## config.mk

```make
export PLATFORM = sky130hd
export DESIGN_NAME = data_decode_pipe
export DESIGN_NICKNAME = d
export VERILOG_FILES = /design/src/rtl/data_decode_pipe.sv
export SDC_FILE = /design/constraint.sdc
export NUM_CORES = 1
export LEC_CHECK = 0
export CAP_MARGIN = 0
export CORE_MARGIN = 2
export CORE_UTILIZATION = 58
export DETAILED_ROUTE_END_ITERATION = 10
export GPL_ROUTABILITY_DRIVEN = 0
export PLACE_DENSITY = 0.89
export SLEW_MARGIN = 20
export SYNTH_ARGS = -nofsm -noshare
export SYNTH_HDL_FRONTEND = slang
export SYNTH_SLANG_ARGS = --single-unit
```

## constraint.sdc

```tcl
create_clock -name clk -period 9.99 [get_ports clk]
set_input_delay 0.999 -clock clk [delete_from_list [all_inputs] [get_ports clk]]
set_output_delay 0.999 -clock clk [all_outputs]
set_load 0.005 [all_outputs]
```

## src/rtl/data_decode_pipe.sv

```systemverilog
// Read-side ECC stage for the synchronous FIFO. It corrects single-bit errors in a
// 38-bit Hamming word and keeps saturating error counters plus the first error syndrome.
module data_decode_pipe #(
    parameter int CNT_W = 16
) (
    input  logic             clk,
    input  logic             rst,
    input  logic             in_valid,
    output logic             in_ready,
    input  logic [37:0]      in_data,
    output logic             out_valid,
    input  logic             out_ready,
    output logic [31:0]      out_data,
    output logic             out_sec,
    output logic             out_unc,
    input  logic             err_clr,
    output logic [CNT_W-1:0] sec_cnt,
    output logic [CNT_W-1:0] unc_cnt,
    output logic             err_sticky,
    output logic [5:0]       first_syn
);

    localparam logic [CNT_W-1:0] CNT_MAX = '1;

    logic             v1_q, v1_d;
    logic [37:0]      w1_q, w1_d;
    logic [5:0]       s1_q, s1_d;
    logic             v2_q, v2_d;
    logic [31:0]      data2_q, data2_d;
    logic             sec2_q, sec2_d;
    logic             unc2_q, unc2_d;
    logic [5:0]       syn2_q, syn2_d;
    logic [CNT_W-1:0] sec_cnt_q, sec_cnt_d;
    logic [CNT_W-1:0] unc_cnt_q, unc_cnt_d;
    logic             sticky_q, sticky_d;
    logic [5:0]       first_syn_q, first_syn_d;

    logic             adv1, adv2;
    logic [5:0]       syn_in;
    logic [37:0]      fixed;
    logic [31:0]      dec_data;
    logic             dec_sec, dec_unc;
    logic             xfer, ev_sec, ev_unc;
    logic [CNT_W-1:0] sec_base, unc_base;
    logic             sticky_base;

    // Syndrome bit k covers every Hamming position (index+1) that has bit k set.
    always_comb begin
        syn_in = '0;
        for (int i = 0; i < 38; i++) begin
            for (int k = 0; k < 6; k++) begin
                if (((i + 1) & (1 << k)) != 0) begin
                    syn_in[k] = syn_in[k] ^ in_data[i];
                end
            end
        end
    end

    always_comb begin
        fixed   = w1_q;
        dec_sec = 1'b0;
        dec_unc = 1'b0;
        if (s1_q != 6'd0) begin
            if (s1_q <= 6'd38) begin
                fixed[s1_q - 6'd1] = ~w1_q[s1_q - 6'd1];
                dec_sec            = 1'b1;
            end else begin
                dec_unc = 1'b1;
            end
        end
        dec_data = {fixed[37:32], fixed[30:16], fixed[14:8], fixed[6:4], fixed[2]};
    end

    assign adv2     = !v2_q || out_ready;
    assign adv1     = !v1_q || adv2;
    assign in_ready = adv1;

    // NOTE: every variable gets its hold value first so no path leaves it unassigned (no latches).
    always_comb begin
        v1_d    = v1_q;
        w1_d    = w1_q;
        s1_d    = s1_q;
        v2_d    = v2_q;
        data2_d = data2_q;
        sec2_d  = sec2_q;
        unc2_d  = unc2_q;
        syn2_d  = syn2_q;
        if (adv1) begin
            v1_d = in_valid;
            if (in_valid) begin
                w1_d = in_data;
                s1_d = syn_in;
            end
        end
        if (adv2) begin
            v2_d = v1_q;
            if (v1_q) begin
                data2_d = dec_data;
                sec2_d  = dec_sec;
                unc2_d  = dec_unc;
                syn2_d  = s1_q;
            end
        end
    end

    // A clear and a same-cycle error event combine: clear first, then apply the event.
    always_comb begin
        xfer        = v2_q && out_ready;
        ev_sec      = xfer && sec2_q;
        ev_unc      = xfer && unc2_q;
        sec_base    = err_clr ? '0 : sec_cnt_q;
        unc_base    = err_clr ? '0 : unc_cnt_q;
        sticky_base = err_clr ? 1'b0 : sticky_q;
        sec_cnt_d   = sec_base;
        unc_cnt_d   = unc_base;
        sticky_d    = sticky_base || ev_sec || ev_unc;
        first_syn_d = err_clr ? 6'd0 : first_syn_q;
        if (ev_sec && sec_base != CNT_MAX) begin
            sec_cnt_d = sec_base + 1'b1;
        end
        if (ev_unc && unc_base != CNT_MAX) begin
            unc_cnt_d = unc_base + 1'b1;
        end
        if ((ev_sec || ev_unc) && !sticky_base) begin
            first_syn_d = syn2_q;
        end
    end

    // NOTE: state registers use non-blocking assignments so all flops update together.
    always_ff @(posedge clk or posedge rst) begin
        if (rst) begin
            v1_q        <= 1'b0;
            w1_q        <= '0;
            s1_q        <= '0;
            v2_q        <= 1'b0;
            data2_q     <= '0;
            sec2_q      <= 1'b0;
            unc2_q      <= 1'b0;
            syn2_q      <= '0;
            sec_cnt_q   <= '0;
            unc_cnt_q   <= '0;
            sticky_q    <= 1'b0;
            first_syn_q <= '0;
        end else begin
            v1_q        <= v1_d;
            w1_q        <= w1_d;
            s1_q        <= s1_d;
            v2_q        <= v2_d;
            data2_q     <= data2_d;
            sec2_q      <= sec2_d;
            unc2_q      <= unc2_d;
            syn2_q      <= syn2_d;
            sec_cnt_q   <= sec_cnt_d;
            unc_cnt_q   <= unc_cnt_d;
            sticky_q    <= sticky_d;
            first_syn_q <= first_syn_d;
        end
    end

    assign out_valid  = v2_q;
    assign out_data   = data2_q;
    assign out_sec    = sec2_q;
    assign out_unc    = unc2_q;
    assign sec_cnt    = sec_cnt_q;
    assign unc_cnt    = unc_cnt_q;
    assign err_sticky = sticky_q;
    assign first_syn  = first_syn_q;

endmodule
```

# ---- Yosys cells after proc, flatten, opt, wreduce, memory -nomap -nowiden
# Index checks and enable logic that the tools add are counted.
# Widths: inputs -> output; s select.
dict set report word_totals {
  ff_bits 125
  latch_bits 0
  mem_bits_rw 0
  rom_bits 0
  out_inout_bits 75
  wordCells 148
  n_memories 0
}
dict set report classes {
  add_sub_neg 3
  n_mul 0
  div_mod_pow 0
  order_cmp 3
  eq_ne 2
  n_shift 0
  muxes 18
  bitwise 91
  reduce_logical 19
}
# op count
set ops {}
lappend ops {{$xor 1x1->1} 90}
lappend ops {{$mux 38} 2}
lappend ops {{$mux 16} 4}
lappend ops {{$bwmux 38} 1}
lappend ops {{$add 16x1->16 const B} 2}
lappend ops {{$ne 16x16->1 const B} 2}
lappend ops {{$mux 6} 2}
lappend ops {{$logic_and 1x1->1} 7}
lappend ops {{$lt 6x7->1 const B} 1}
lappend ops {{$mux 1} 7}
lappend ops {{$bmux 1 s6} 1}
lappend ops {{$demux 1 s6} 1}
lappend ops {{$ge 6x1->1 const B} 1}
lappend ops {{$le 6x6->1 const B} 1}
lappend ops {{$reduce_bool 6->1} 1}
lappend ops {{$sub 6x1->6 const B} 1}
lappend ops {{$logic_or 1x1->1} 5}
lappend ops {{$reduce_and 2->1} 2}
lappend ops {{$logic_not 1->1} 3}
lappend ops {{$reduce_bool 2->1} 1}
lappend ops {{$not 1->1} 1}

# ---- Logic depth before layout (Yosys ltp)
dict set report depth {
  ltp_word 18
  mapped_depth 11
  depth_no_buf 8
}

# ---- Worst setup path after synthesis
# No wires, ideal clock.
dict set report synth_path {
  path_kind {input port to flip-flop}
  from {in err_clr}
  to {reg sec_cnt_q[13] (netlist: sec_cnt[13])}
  setup_ps 131
  arrival_time_ps 2985
  required_ps 9859
  setup_slack_ps 6874
  cell_stages 10
  path_buffers 2
  cell_sequence {clkbuf_1 clkbuf_1 nor2b_1 ha_1 and3_1 and3_1 nor4b_1 nand3_1 xor2_1 nor2_1}
}
dict set report synth_between {
  elab_chain_cells 4
  word_cells_on_any_way 5
  classes_between {add/sub (1); eq/ne (1); mux (2); reduce/logical (1)}
}
# item line
set synth_lines {}
lappend synth_lines {{from (decl)} 16} ;# input logic err_clr,
lappend synth_lines {{$mux 16 (*)} 111} ;# sec_base = err_clr ? '0 : sec_cnt_q;
lappend synth_lines {{parallel branches: the longest is 2 deep, another holds $add 16x1->16} n/a}
lappend synth_lines {{$mux 16 (*)} 118} ;# if (ev_sec && sec_base != CNT_MAX) begin
lappend synth_lines {{via sec_cnt_d[13]} 33} ;# logic [CNT_W-1:0] sec_cnt_q, sec_cnt_d;
lappend synth_lines {{to (signal assigned)} 153} ;# sec_cnt_q <= sec_cnt_d;
lappend synth_lines {{to (decl)} 33}
# Mark *: on every way through the listed nets, which the timed path passes.
# A chain may end at the register's enable or synchronous reset.

# ---- Final worst setup path
dict set report layout_path {
  from {reg s1_q[0]}
  to {reg data2_q[2] (netlist: out_data[2])}
}
dict set report layout_between {
  elab_chain_cells 8
  word_cells_on_any_way 14
  classes_between {add/sub (1); order compare (3); mux (7); bitwise (1); reduce/logical (2)}
}
# item line
set layout_lines {}
lappend layout_lines {{from (decl)} 27} ;# logic [5:0] s1_q, s1_d;
lappend layout_lines {{from (signal assigned)} 134} ;# s1_q <= '0;
lappend layout_lines {{from (signal assigned)} 147} ;# s1_q <= s1_d;
lappend layout_lines {{$sub 6x1->6} 65} ;# fixed[s1_q - 6'd1] = ~w1_q[s1_q - 6'd1];
lappend layout_lines {{$lt 6x7->1 (not written as such) or $ge 6x1->1 (tied branches)} 65}
lappend layout_lines {{$logic_and 1x1->1 (not written as such)} 65}
lappend layout_lines {{$mux 1 (not written as such)} 65}
lappend layout_lines {{$demux 1 s6} 65}
lappend layout_lines {{$bwmux 38} 65}
lappend layout_lines {{$mux 38} 64} ;# if (s1_q <= 6'd38) begin
lappend layout_lines {{$mux 38 (*)} 63} ;# if (s1_q != 6'd0) begin
lappend layout_lines {{to (signal assigned)} 149} ;# data2_q <= data2_d;
lappend layout_lines {{to (decl)} 29} ;# logic [31:0] data2_q, data2_d;
# Every way passes the cells marked *; elsewhere a longest branch is shown, timed or not. The select of a mux whose other input is x is not followed.

==> impl_results.md <==
* Max Root-Sink Buffers at 2
* Rel. slew slack at 26.2%
* Reg area at 3130 um^2
* RSZ-0062 raised after global routing: false
* Post-route insts no fill at 923
* Leakage at 3.56 nW
* Final #Nets at 817
* H-tree levels at 4
* Initial antenna violation count at 0
* Fin crit share at 40.8%
* Syn nets at 716
* DIE HEIGHT at 113 um
* Distinct cells, synth at 64
* Synth warn at 0
* Hold endpoint: first_syn[3]$_DFFE_PP0P_
* Crit-path max FO at 23
* Post-synthesis cell count at 669
* Final ANT Viol Nets at 0
* Area after DPL at 8110 um^2
* PwrDens at 255 nW/um^2
* Worst Path Arrival at 4.35 ns
* Share of the synthesized area in the top cell type at 45.3%
* Critical Path End Type: flip-flop
* Clk slew on worst S/H paths at 0.05 ns
* Post-CTS setup buffers at 0
* Synthesized flop and latch total at 125
* R2R cell count at 8
* Setup TNS at 0 ns
* Via count at 5740
* DR pass1 iterations at 10
* Reg2reg start: s1_q[0]$_DFFE_PP0P_
* Post-route cell area at 8730 um^2
* CTS sink cnt at 125
* Status: finished, violations left
* Place WS at 6.12 ns
* Fin crit period at 4.08 ns
* DRC errors left at 11
* Top-Level Pins at 118
* Chip width at 113 um
* Data required, critical path at 10.26 ns
* Detailed Place HPWL at 12500 um
* Filler instances at 748
* ANT cells at 0
* Post-synthesis cell area at 6900 um^2
* Root buffer cell: clkbuf_16
* Critical setup path kind: reg2reg
* First-pass GRT wire length at 28800 um
* Num rows at 39
* Total track usage at 28.7%
* Endpoints failing setup at 0
* FF-to-FF setup slack at 5.91 ns
* CTS Hold Bufs at 0
* CTS tree: built
* Initial DRC Count at 850
* Seq/Total Area, Yosys at 45.3%
* Largest cells by area after synthesis: dfrtp_1, xnor2_1, mux2_2
* Cell Count Post-Placement at 894
* PostCTS Resize Cnt at 0
* Initial core utilization at 59.9%
* Number of cells on the worst hold path at 2
* Post-synth top area cell: dfrtp_1
* Die area at 12800 um^2
* R2R Path End: out_data[2]$_DFFE_PP0P_
* Slew @ Worst Pin at 1.10 ns
* FMAX at 245 MHz
* Post-DR wirelength/cell at 19.5 um
* Fin Clk Skew at 0.00518 ns
* Final WL at 18000 um
* Maximum vdd drop at 181 uV
* Failing checks: DRC
* Gr ovfl total at 0
* Largest net degree at the start of global routing at 87
* Multi-input logic area at 3570 um^2
* Top FF cell, synth: dfrtp_1
* Post-synth EDFFs at 0
* Worst Hold Launch: syn2_q[3]$_DFFE_PP0P_
* Core area at 11500 um^2
* Max-Cap Viols at 0
* FFs w/ async S/R, synth at 100%
* P&R area growth vs syn at 26.5%
* Vias in the first global route at 5638
* Max-slew violations at 0
* Worst hold path class: reg2reg
* Final core area utilization at 75.8%
* Setup crit start kind: flip-flop
* Fin worst setup slack at 5.91 ns
* CTS Buf Count at 17
* Ratio of cells with drive above 1 in the final layout at 12.1%
* Port buffer count at 117
* Hold Fails Final Rpt at 0
* Syn Area/Cell at 10.3 um^2
* Clock Latency Late Sink at 0.42 ns
* Vias per std cell at 6.22
[registers in the layout, indices dropped and copies added, names as in the netlist]
register / cells
w1_q: 38
out_data: 32
sec_cnt: 16
unc_cnt: 16
first_syn: 6
s1_q: 6
syn2_q: 6
err_sticky: 1
out_sec: 1
out_unc: 1
out_valid: 1
v1_q: 1
[cells in the mapped netlist, drive strengths merged, types with 4 or more instances]
| library cell | instances |
|---|---|
| clkbuf | 17 |
| a21boi | 18 |
| xnor2 | 69 |
| mux2i | 11 |
| nand3 | 31 |
| ha | 4 |
| and3 | 6 |
| nand2 | 62 |
| or3 | 6 |
| nand4 | 13 |
| o41ai | 5 |
| o31ai | 22 |
| nand3b | 6 |
| nand2b | 5 |
| dfrtp | 125 |
| nor2b | 9 |
| mux2 | 43 |
| o211a | 7 |
| o211ai | 26 |
| inv | 9 |
| o21ai | 26 |
| buf | 22 |
| a21oi | 15 |
| nor2 | 33 |
| nor3 | 6 |
| xor2 | 26 |
[through the flow]
step	hold WS, ns	power (mW)
after CTS	0.469	2.21
after global placement	0.453	1.52
final	0.467	2.23
after global routing	0.493	2.33
after floorplan	0.439	1.29
after detailed placement	0.454	1.56
[layer usage]
layer	track usage, %	up-vias	wire length [um]
met5	0	-	0
met4	9.67	0	406
met3	5.73	48	1500
met2	48.7	310	8900
li1	-	2601	-
met1	36.9	2781	7220
[final cells by class]
cell class | instances | share of cell area, %
Sequential cell | 125 | 35.8
Inverter | 9 | 0.416
Clock inverter | 8 | 1.61
Multi-Input combinational cell | 496 | 40.9
Timing Repair Buffer | 121 | 13.8
Clock buffer | 21 | 5.39
Tap cell | 143 | 2.05
[critical path, cell delays in order, from the launching register on]
cell,delay (ns)
dfrtp_1,0.83
inv_1,0.29
ha_1,0.40
xnor2_1,0.84
or3_1,0.22
a21oi_1,0.08
or4_4,0.53
a32oi_2,0.55
o41ai_1,0.19
[where the power goes]
group | switching (mW) | internal [mW]
logic | 0.486 | 0.368
clock network | 0.215 | 0.431
registers | 0.125 | 0.604
total | 0.826 | 1.40
[worst max-delay path by stage]
| stage | from | end | slack, ns |
|---|---|---|---|
| floorplan | rst | err_sticky$_DFF_PP0_ | 5.66 |
| global placement | s1_q[0]$_DFFE_PP0P_ | out_data[0]$_DFFE_PP0P_ | 6.31 |
| detailed placement | s1_q[0]$_DFFE_PP0P_ | out_data[2]$_DFFE_PP0P_ | 6.12 |
| CTS | s1_q[0]$_DFFE_PP0P_ | out_data[2]$_DFFE_PP0P_ | 6.08 |
| global route | s1_q[0]$_DFFE_PP0P_ | out_data[2]$_DFFE_PP0P_ | 5.67 |
| finish | s1_q[0]$_DFFE_PP0P_ | out_data[2]$_DFFE_PP0P_ | 5.91 |
[placed cells by master (no fill, tap or decap), types with 6 or more instances in the layout]
cell,instances
nand2_1,61
nand3b_1,6
inv_1,8
o211a_1,7
xor2_1,26
clkdlybuf4s50_1,117
mux2_2,43
dfrtp_1,125
nor2_1,33
and3_1,6
mux2i_1,11
xnor2_1,68
nand3_1,30
a21oi_1,14
o21ai_0,25
clkbuf_16,17
o211ai_1,26
a21boi_0,18
nand4_1,13
o31ai_1,22
nor2b_1,9
[cell families after synthesis]
group | after synthesis | share of synthesized area, %
AND/OR/NAND/NOR | 202 | 15.3
AO/OA/AOI/OAI | 140 | 14.5
flip-flops | 125 | 45.3
XOR/XNOR | 95 | 12.2
multiplexers | 55 | 8.94
buffers and inverters | 48 | 2.99
adder cells (fa/ha/maj) | 4 | 0.725
(Power assumes the default switching activity.)
